===== config.mk =====
export PLATFORM = sky130hd
export DESIGN_NAME = ysyx_22040386_idu_stage
export DESIGN_NICKNAME = d
export VERILOG_FILES = /design/src/rtl/ysyx_22040386_idu_stage.sv
export SDC_FILE = /design/constraint.sdc
export NUM_CORES = 1
export LEC_CHECK = 0
export ABC_AREA = 1
export BUFFER_PORTS_ARGS = -buffer_cell sky130_fd_sc_hd__buf_2
export CAP_MARGIN = 10
export CELL_PAD_IN_SITES_DETAIL_PLACEMENT = 0
export CELL_PAD_IN_SITES_GLOBAL_PLACEMENT = 1
export CORE_UTILIZATION = 40
export CTS_CLUSTER_SIZE = 10
export DETAILED_ROUTE_END_ITERATION = 8
export HOLD_SLACK_MARGIN = 0.02
export PLACE_DENSITY = 0.93
export SETUP_SLACK_MARGIN = 0.5
export SYNTH_ARGS = -nofsm -noshare
export SYNTH_HDL_FRONTEND = slang
export SYNTH_SLANG_ARGS = --single-unit

===== constraint.sdc =====
create_clock -name clk -period 15.09 [get_ports clk]
set_clock_uncertainty 0.15 [all_clocks]
set_input_delay 3.018 -clock clk [delete_from_list [all_inputs] [get_ports clk]]
set_output_delay 3.018 -clock clk [all_outputs]
set_load 0.02 [all_outputs]

===== src/rtl/ysyx_22040386_idu_stage.sv =====
// ============================================================================
// Module      : ysyx_22040386_idu_stage
// Description : Registered RV32I/RV64I decode stage between IFU and EXU.
//               Decodes one instruction per cycle into a control bundle,
//               tracks pending register writes in a busy-bit scoreboard and
//               stalls RAW/WAW hazards. valid/ready on both sides, flush
//               from branch resolution kills the held entry.
// Ports       : clk, rst (async, active-high)
//               in_valid/in_ready/in_inst/in_pc     : IFU side
//               flush                               : kill held entry
//               out_valid/out_ready/out_*           : EXU side (registered)
//               wb_valid/wb_rd                      : writeback retire
// Parameters  : XLEN (32/64), NREG (scoreboard depth, x0 never busy)
// Config      : IDU_MEXT_EN - decode funct7=0000001 on OP/OP-32 as M-ext
// Revision    : 1.0 - initial release
// ============================================================================
`default_nettype none

module ysyx_22040386_idu_stage #(
  parameter int XLEN = 64,
  parameter int NREG = 32
) (
  input  logic            clk,
  input  logic            rst,
  input  logic            in_valid,
  output logic            in_ready,
  input  logic [31:0]     in_inst,
  input  logic [XLEN-1:0] in_pc,
  input  logic            flush,
  output logic            out_valid,
  input  logic            out_ready,
  output logic [XLEN-1:0] out_pc,
  output logic [4:0]      out_rs1,
  output logic [4:0]      out_rs2,
  output logic [4:0]      out_rd,
  output logic [XLEN-1:0] out_imm,
  output logic [15:0]     out_ctrl,
  output logic [2:0]      out_mask,
  output logic [9:0]      out_funct,
  output logic            out_illegal,
  output logic            out_ebreak,
  input  logic            wb_valid,
  input  logic [4:0]      wb_rd
);

  localparam logic [6:0]  c_op_lui    = 7'h37;
  localparam logic [6:0]  c_op_auipc  = 7'h17;
  localparam logic [6:0]  c_op_jal    = 7'h6F;
  localparam logic [6:0]  c_op_jalr   = 7'h67;
  localparam logic [6:0]  c_op_branch = 7'h63;
  localparam logic [6:0]  c_op_load   = 7'h03;
  localparam logic [6:0]  c_op_store  = 7'h23;
  localparam logic [6:0]  c_op_imm    = 7'h13;
  localparam logic [6:0]  c_op_reg    = 7'h33;
  localparam logic [6:0]  c_op_imm32  = 7'h1B;
  localparam logic [6:0]  c_op_reg32  = 7'h3B;
  localparam logic [6:0]  c_op_system = 7'h73;
  localparam logic [6:0]  c_op_fence  = 7'h0F;
  localparam logic [15:0] c_ctrl_reset = 16'h0002;
  localparam logic [6:0]  c_funct7_mext = 7'b0000001;
`ifdef IDU_MEXT_EN
  localparam logic c_mext_en = 1'b1;
`else
  localparam logic c_mext_en = 1'b0;
`endif

  // --------------------------------------------------------------------------
  // Instruction fields
  // --------------------------------------------------------------------------
  logic [6:0] w_opcode;
  logic [2:0] w_funct3;
  logic [6:0] w_funct7;
  logic [4:0] w_rs1;
  logic [4:0] w_rs2;
  logic [4:0] w_rd;

  assign w_opcode = in_inst[6:0];
  assign w_funct3 = in_inst[14:12];
  assign w_funct7 = in_inst[31:25];
  assign w_rs1    = in_inst[19:15];
  assign w_rs2    = in_inst[24:20];
  assign w_rd     = in_inst[11:7];

  // --------------------------------------------------------------------------
  // Combinational decode
  // --------------------------------------------------------------------------
  logic        w_legal;
  logic        w_dec_rw;
  logic        w_dec_mr;
  logic        w_dec_mw;
  logic        w_dec_asi;
  logic        w_dec_r2m;
  logic        w_dec_r2pc;
  logic        w_dec_word;
  logic        w_dec_jal;
  logic        w_dec_jalr;
  logic        w_dec_lui;
  logic        w_dec_auipc;
  logic [1:0]  w_dec_alu_op;
  logic [2:0]  w_dec_br;
  logic [2:0]  w_dec_mask;
  logic [31:0] w_imm32;
  logic        w_use_rs1;
  logic        w_use_rs2;

  always_comb begin
    w_legal      = 1'b1;
    w_dec_rw     = 1'b0;
    w_dec_mr     = 1'b0;
    w_dec_mw     = 1'b0;
    w_dec_asi    = 1'b0;
    w_dec_r2m    = 1'b0;
    w_dec_r2pc   = 1'b0;
    w_dec_word   = 1'b0;
    w_dec_jal    = 1'b0;
    w_dec_jalr   = 1'b0;
    w_dec_lui    = 1'b0;
    w_dec_auipc  = 1'b0;
    w_dec_alu_op = 2'b00;
    w_dec_br     = 3'b010;
    w_dec_mask   = 3'b000;
    w_imm32      = 32'h0;
    w_use_rs1    = 1'b1;
    w_use_rs2    = 1'b0;
    case (w_opcode)
      c_op_lui: begin
        w_dec_lui = 1'b1;
        w_dec_rw  = 1'b1;
        w_dec_asi = 1'b1;
        w_use_rs1 = 1'b0;
        w_imm32   = {in_inst[31:12], 12'h000};
      end
      c_op_auipc: begin
        w_dec_auipc = 1'b1;
        w_dec_rw    = 1'b1;
        w_dec_asi   = 1'b1;
        w_use_rs1   = 1'b0;
        w_imm32     = {in_inst[31:12], 12'h000};
      end
      c_op_jal: begin
        w_dec_jal  = 1'b1;
        w_dec_r2pc = 1'b1;
        w_dec_rw   = 1'b1;
        w_use_rs1  = 1'b0;
        w_imm32    = {{11{in_inst[31]}}, in_inst[31], in_inst[19:12],
                      in_inst[20], in_inst[30:21], 1'b0};
      end
      c_op_jalr: begin
        w_dec_jalr = 1'b1;
        w_dec_r2pc = 1'b1;
        w_dec_rw   = 1'b1;
        w_dec_asi  = 1'b1;
        w_imm32    = {{20{in_inst[31]}}, in_inst[31:20]};
        if (w_funct3 != 3'b000) w_legal = 1'b0;
      end
      c_op_branch: begin
        w_dec_alu_op = 2'b11;
        w_dec_br     = w_funct3;
        w_use_rs2    = 1'b1;
        w_imm32      = {{19{in_inst[31]}}, in_inst[31], in_inst[7],
                        in_inst[30:25], in_inst[11:8], 1'b0};
      end
      c_op_load: begin
        w_dec_mr   = 1'b1;
        w_dec_rw   = 1'b1;
        w_dec_asi  = 1'b1;
        w_dec_mask = w_funct3;
        w_imm32    = {{20{in_inst[31]}}, in_inst[31:20]};
      end
      c_op_store: begin
        w_dec_mw   = 1'b1;
        w_dec_r2m  = 1'b1;
        w_dec_asi  = 1'b1;
        w_dec_mask = w_funct3;
        w_use_rs2  = 1'b1;
        w_imm32    = {{20{in_inst[31]}}, in_inst[31:25], in_inst[11:7]};
      end
      c_op_imm: begin
        w_dec_rw     = 1'b1;
        w_dec_asi    = 1'b1;
        w_dec_alu_op = 2'b01;
        w_imm32      = {{20{in_inst[31]}}, in_inst[31:20]};
      end
      c_op_reg: begin
        w_dec_rw     = 1'b1;
        w_dec_alu_op = 2'b10;
        w_use_rs2    = 1'b1;
        if (w_funct7 == c_funct7_mext && !c_mext_en) w_legal = 1'b0;
      end
      c_op_imm32: begin
        if (XLEN == 64) begin
          w_dec_word   = in_inst[3];
          w_dec_rw     = 1'b1;
          w_dec_asi    = 1'b1;
          w_dec_alu_op = 2'b01;
          w_imm32      = {{20{in_inst[31]}}, in_inst[31:20]};
        end else begin
          w_legal = 1'b0;
        end
      end
      c_op_reg32: begin
        if (XLEN == 64) begin
          w_dec_word   = in_inst[3];
          w_dec_rw     = 1'b1;
          w_dec_alu_op = 2'b10;
          w_use_rs2    = 1'b1;
          if (w_funct7 == c_funct7_mext && !c_mext_en) w_legal = 1'b0;
        end else begin
          w_legal = 1'b0;
        end
      end
      c_op_system, c_op_fence: begin
        w_legal = 1'b1;
      end
      default: begin
        w_legal = 1'b0;
      end
    endcase
  end

  // Undecodable instructions never write a register or touch memory.
  logic        w_reg_write;
  logic [15:0] w_ctrl;
  logic        w_set_busy;

  assign w_reg_write = w_dec_rw & w_legal;
  assign w_ctrl = {w_reg_write, w_dec_mr & w_legal, w_dec_mw & w_legal,
                   w_dec_asi, w_dec_r2m & w_legal, w_dec_r2pc, w_dec_word,
                   w_dec_jal, w_dec_jalr, w_dec_lui, w_dec_auipc,
                   w_dec_alu_op, w_dec_br};
  assign w_set_busy = w_reg_write & (w_rd != 5'd0);

  // --------------------------------------------------------------------------
  // Handshake and hazard detection
  // --------------------------------------------------------------------------
  logic        r_valid;
  logic        r_sets_busy;
  logic [4:0]  r_rd;
  logic [31:0] w_busy;
  logic        w_hazard;
  logic        w_accept;
  logic        w_kill;

  // w_busy[0] is tied low, so index 0 can never hazard.
  assign w_hazard = (w_use_rs1 & w_busy[w_rs1]) |
                    (w_use_rs2 & w_busy[w_rs2]) |
                    (w_reg_write & w_busy[w_rd]);
  assign in_ready = (~r_valid | out_ready) & ~w_hazard & ~flush;
  assign w_accept = in_valid & in_ready;
  // A flushed entry that EXU never consumed will never write back, so its
  // busy bit must be released here.
  assign w_kill   = flush & r_valid & ~out_ready & r_sets_busy;

  // --------------------------------------------------------------------------
  // Busy-bit scoreboard
  // --------------------------------------------------------------------------
  for (genvar i = 0; i < 32; i++) begin : g_busy
    if (i > 0 && i < NREG) begin : g_flop
      logic r_bit;
      logic w_set;
      logic w_clr;
      assign w_set = w_accept & w_set_busy & (w_rd == 5'(i));
      assign w_clr = (wb_valid & (wb_rd == 5'(i))) | (w_kill & (r_rd == 5'(i)));
      always_ff @(posedge clk or posedge rst) begin
        if (rst) begin
          r_bit <= 1'b0;
        end else begin
          r_bit <= w_set | (r_bit & ~w_clr);
        end
      end
      assign w_busy[i] = r_bit;
    end else begin : g_zero
      assign w_busy[i] = 1'b0;
    end
  end

  // --------------------------------------------------------------------------
  // Output bundle register
  // --------------------------------------------------------------------------
  logic [XLEN-1:0] r_pc;
  logic [4:0]      r_rs1;
  logic [4:0]      r_rs2;
  logic [XLEN-1:0] r_imm;
  logic [15:0]     r_ctrl;
  logic [2:0]      r_mask;
  logic [9:0]      r_funct;
  logic            r_illegal;
  logic            r_ebreak;

  always_ff @(posedge clk or posedge rst) begin
    if (rst) begin
      r_valid     <= 1'b0;
      r_sets_busy <= 1'b0;
      r_pc        <= '0;
      r_rs1       <= 5'd0;
      r_rs2       <= 5'd0;
      r_rd        <= 5'd0;
      r_imm       <= '0;
      r_ctrl      <= c_ctrl_reset;
      r_mask      <= 3'd0;
      r_funct     <= 10'd0;
      r_illegal   <= 1'b0;
      r_ebreak    <= 1'b0;
    end else begin
      if (flush) begin
        r_valid <= 1'b0;
      end else if (w_accept) begin
        r_valid <= 1'b1;
      end else if (r_valid & out_ready) begin
        r_valid <= 1'b0;
      end
      if (w_accept) begin
        r_sets_busy <= w_set_busy;
        r_pc        <= in_pc;
        r_rs1       <= w_rs1;
        r_rs2       <= w_rs2;
        r_rd        <= w_rd;
        r_imm       <= XLEN'($signed(w_imm32));
        r_ctrl      <= w_ctrl;
        r_mask      <= w_dec_mask;
        r_funct     <= {w_funct7, w_funct3};
        r_illegal   <= ~w_legal;
        r_ebreak    <= (in_inst == 32'h0010_0073);
      end
    end
  end

  assign out_valid   = r_valid;
  assign out_pc      = r_pc;
  assign out_rs1     = r_rs1;
  assign out_rs2     = r_rs2;
  assign out_rd      = r_rd;
  assign out_imm     = r_imm;
  assign out_ctrl    = r_ctrl;
  assign out_mask    = r_mask;
  assign out_funct   = r_funct;
  assign out_illegal = r_illegal;
  assign out_ebreak  = r_ebreak;

endmodule

`default_nettype wire


==> flow_summary.yaml <==
cts:
  cts_setup_buffers: 0
  clock-root-buffer: "clkbuf_16"
  numClockSinks: 174
  cts_tree: "done"
  cts.path.max_buffers: 2
  path_clk_slew_ps: 80
  cts_buffers: 17
  insertion_delay_ps: 430
  htreeDepth: 4
  cts_resized: 0
  holdBufCountCts: 0
floorplanning:
  io_pins: 283
  die_h_microns: 157
  rows: 56
  start_util_pct: 40.8
  die_w_microns: 157
  coreArea_sq_mm: 0.0235
  die_area_sq_mm: 0.0245
final_layout:
  diodes: 0
  area_growth_syn_to_layout_pct: 19.1
  utilization_pct: 48.6
  multi_input_area_sq_mm: 0.00423
  design_area_sq_mm: 0.0114
  fill_cells: 2413
  nNetsFinal: 1631
  regArea_sq_mm: 0.00436
  layout-drive-gt1-share_pct: 22.8
min_path:
  worstHoldPathType: "flip-flop to flip-flop"
grt:
  overflow: 0
  grt_max_degree: 117
  grt_pass1_vias: 8524
  grt_pass1_wl_microns: 47900
  antenna_found_initial: 1
  grt.total_usage_pct: 25.3
route:
  dr.first_iter.drc_count: 839
  dr.pass1.iters: 5
  totalWireLength_microns: 31100
  vias: 9564
  viasPerCell: 5.15
  avgRoutedWirePerCell_microns: 16.7
  drc: 0
  antenna_left: 0
critical_path:
  crit_arrival_ps: 4830
  max_stage_delay_ps: 380
  path_delay_family: "buffers and inverters"
  endpoint_kind: "output pin"
  crit_path_frequent_cell: "nand2_1"
  crit_buf_inv: 4
  crit_type: "input port to output pin"
  crit_required_ps: 11920
  critPathMaxFanout: 27
  cpMaxStageDelayCell: "clkinv_1"
  start_kind: "input port"
  crit_chain: "buf_2 > clkinv_1 > nand2_1 > nand2_1 > nand2_1 > nand2_1 > nand2_1 > nand2_1 > o21ai_0 > nand3_2 > nand4_4 > inv_1 > buf_2"
place:
  gp_congestion: 0.931
  hpwl_microns: 21900
  port-buffer-count: 282
  placed_cell_area_sq_mm: 0.0108
sta:
  fmax_mhz: 125
  tightest_slew_ps: 1220
  final.period_utilization_pct: 53.0
  finalSetupViolCount: 0
  hold_viol: 0
  finalCriticalPeriod_ps: 7990
  rsz0062_at_grt: "false"
  max_slew_margin_pct: 18.9
  setup_tns_ps: 0
  slew_viol_final: 0
power:
  p_leak_nw: 6.46
  max-vdd-ir-drop_v: 0.0000612
  finalPower_mw: 1.41
  power-per-cell-area_mw_per_mm2: 124
synthesis:
  synth_fp_nets: 1426
  yosysWarnings: 0
  synth_most_common_cell: "nand2_1"
  synthDominantCellAreaShare_pct: 45.2
  syn_area_sq_mm: 0.00957
  yosysSeqAreaShare_pct: 45.5
  synthTopCellsByCount: "nand2_1 (496), dfrtp_1 (173), o21ai_0 (152)"
  netlist_instances: 1319
  synth_enable_flop_cells: 0
  synthArstFlopShare_pct: 100
  ys_ff_latch: 174
  synth_area_leader_cell: "dfrtp_1"
  synthDistinctLibCells: 37
  synth.avg_cell_area_sq_um: 7.26
  ys.flop_type: "dfrtp_1"
  yosys-top-cells-area: "dfrtp_1 (45%), nand2_1 (19%), o21ai_0 (7.9%)"
outcome:
  status: "completed"
run:
  cap_violations: 0
[metal layers]
layer | global-route usage, % | part of all wire (%)
met3 | 4.13 | 7.0
met2 | 39.6 | 46
met5 | 0 | 0
met4 | 7.84 | 2.3
met1 | 35.6 | 45
[logic make-up (layout without fill, tap and decap cells)]
| logic type | after synthesis | count (layout) | synth area share (%) |
|---|---|---|---|
| and+or+nand+nor | 727 | 727 | 31.0 |
| AOI/OAI and AO/OA | 221 | 221 | 13.2 |
| buffers and inverters | 197 | 415 | 10.3 |
| DFF | 174 | 174 | 45.5 |
[worst paths after layout]
check / start / endpoint / slack, ps / cells after the start
setup / recovery: in_inst[7] / in_ready / 7100 / 13
hold / removal: out_imm[30]$_DFFE_PP0P_ / out_imm[30]$_DFFE_PP0P_ / 330 / 2
setup reg to reg: g_busy[8].g_flop.r_bit$_DFF_PP0_ / out_ctrl[10]$_DFFE_PP0P_ / 11650 / 12
hold reg to reg: out_imm[30]$_DFFE_PP0P_ / out_imm[30]$_DFFE_PP0P_ / 330 / 2
max in group asynchronous: rst / g_busy[7].g_flop.r_bit$_DFF_PP0_ / 11050 / 3
min in group asynchronous: rst / out_pc[33]$_DFFE_PP0P_ / 2550 / 2
[through the flow]
step / cells / hold WS, ps / setup WS (ps)
6_report: 1856 / 329 / 7100
5_1_grt: 1856 / 347 / 6890
4_1_cts: 1856 / 330 / 7130
3_5_place_dp: 1824 / 314 / 7140
3_3_place_gp: 1824 / 308 / 7180
2_1_floorplan: 1319 / 299 / 7210
[layout by cell type, fill, tap and decap left out, types with 13 or more instances in the layout]
master and count:
a221o_1 13, nand2_1 496, o21ai_1 19, nor2_1 101
inv_1 82, clkbuf_16 17, o21ai_0 152, dfrtp_1 173
buf_2 282, nand3_1 101
[sequential cells by signal, indices dropped and copies added (netlist names)]
signal,cells
out_pc,64
out_imm,32
g_busy.g_flop.r_bit,31
out_ctrl,15
out_funct,10
out_rd,5
out_rs1,5
out_rs2,5
out_mask,3
out_ebreak,1
out_illegal,1
out_valid,1
r_sets_busy,1
[worst register-to-register path, delay by kind of cell, from the launching register on]
family,cells,cell delay (ps)
AO/OA/AOI/OAI,1,290
buffers and inverters,2,1230
flip-flops,1,480
AND/OR/NAND/NOR,9,1240
[report_power, final]
| group | internal [mW] | leakage (nW) | switching [mW] | total [mW] |
|---|---|---|---|---|
| clock network | 0.225 | 0.291 | 0.226 | 0.450 |
| registers | 0.542 | 2.26 | 0.0376 | 0.579 |
| logic | 0.112 | 3.90 | 0.271 | 0.383 |
| total | 0.879 | 6.46 | 0.534 | 1.41 |
[cell type report]
class | count | share of cell area [%]
clock inverter | 14 | 1.45
multi-input combinational | 948 | 37.1
inverter | 93 | 3.12
timing repair buffer | 290 | 12.9
sequential | 174 | 38.2
clock buffer | 18 | 3.76
tap | 319 | 3.50
Power figures use the tool's default switching activity.
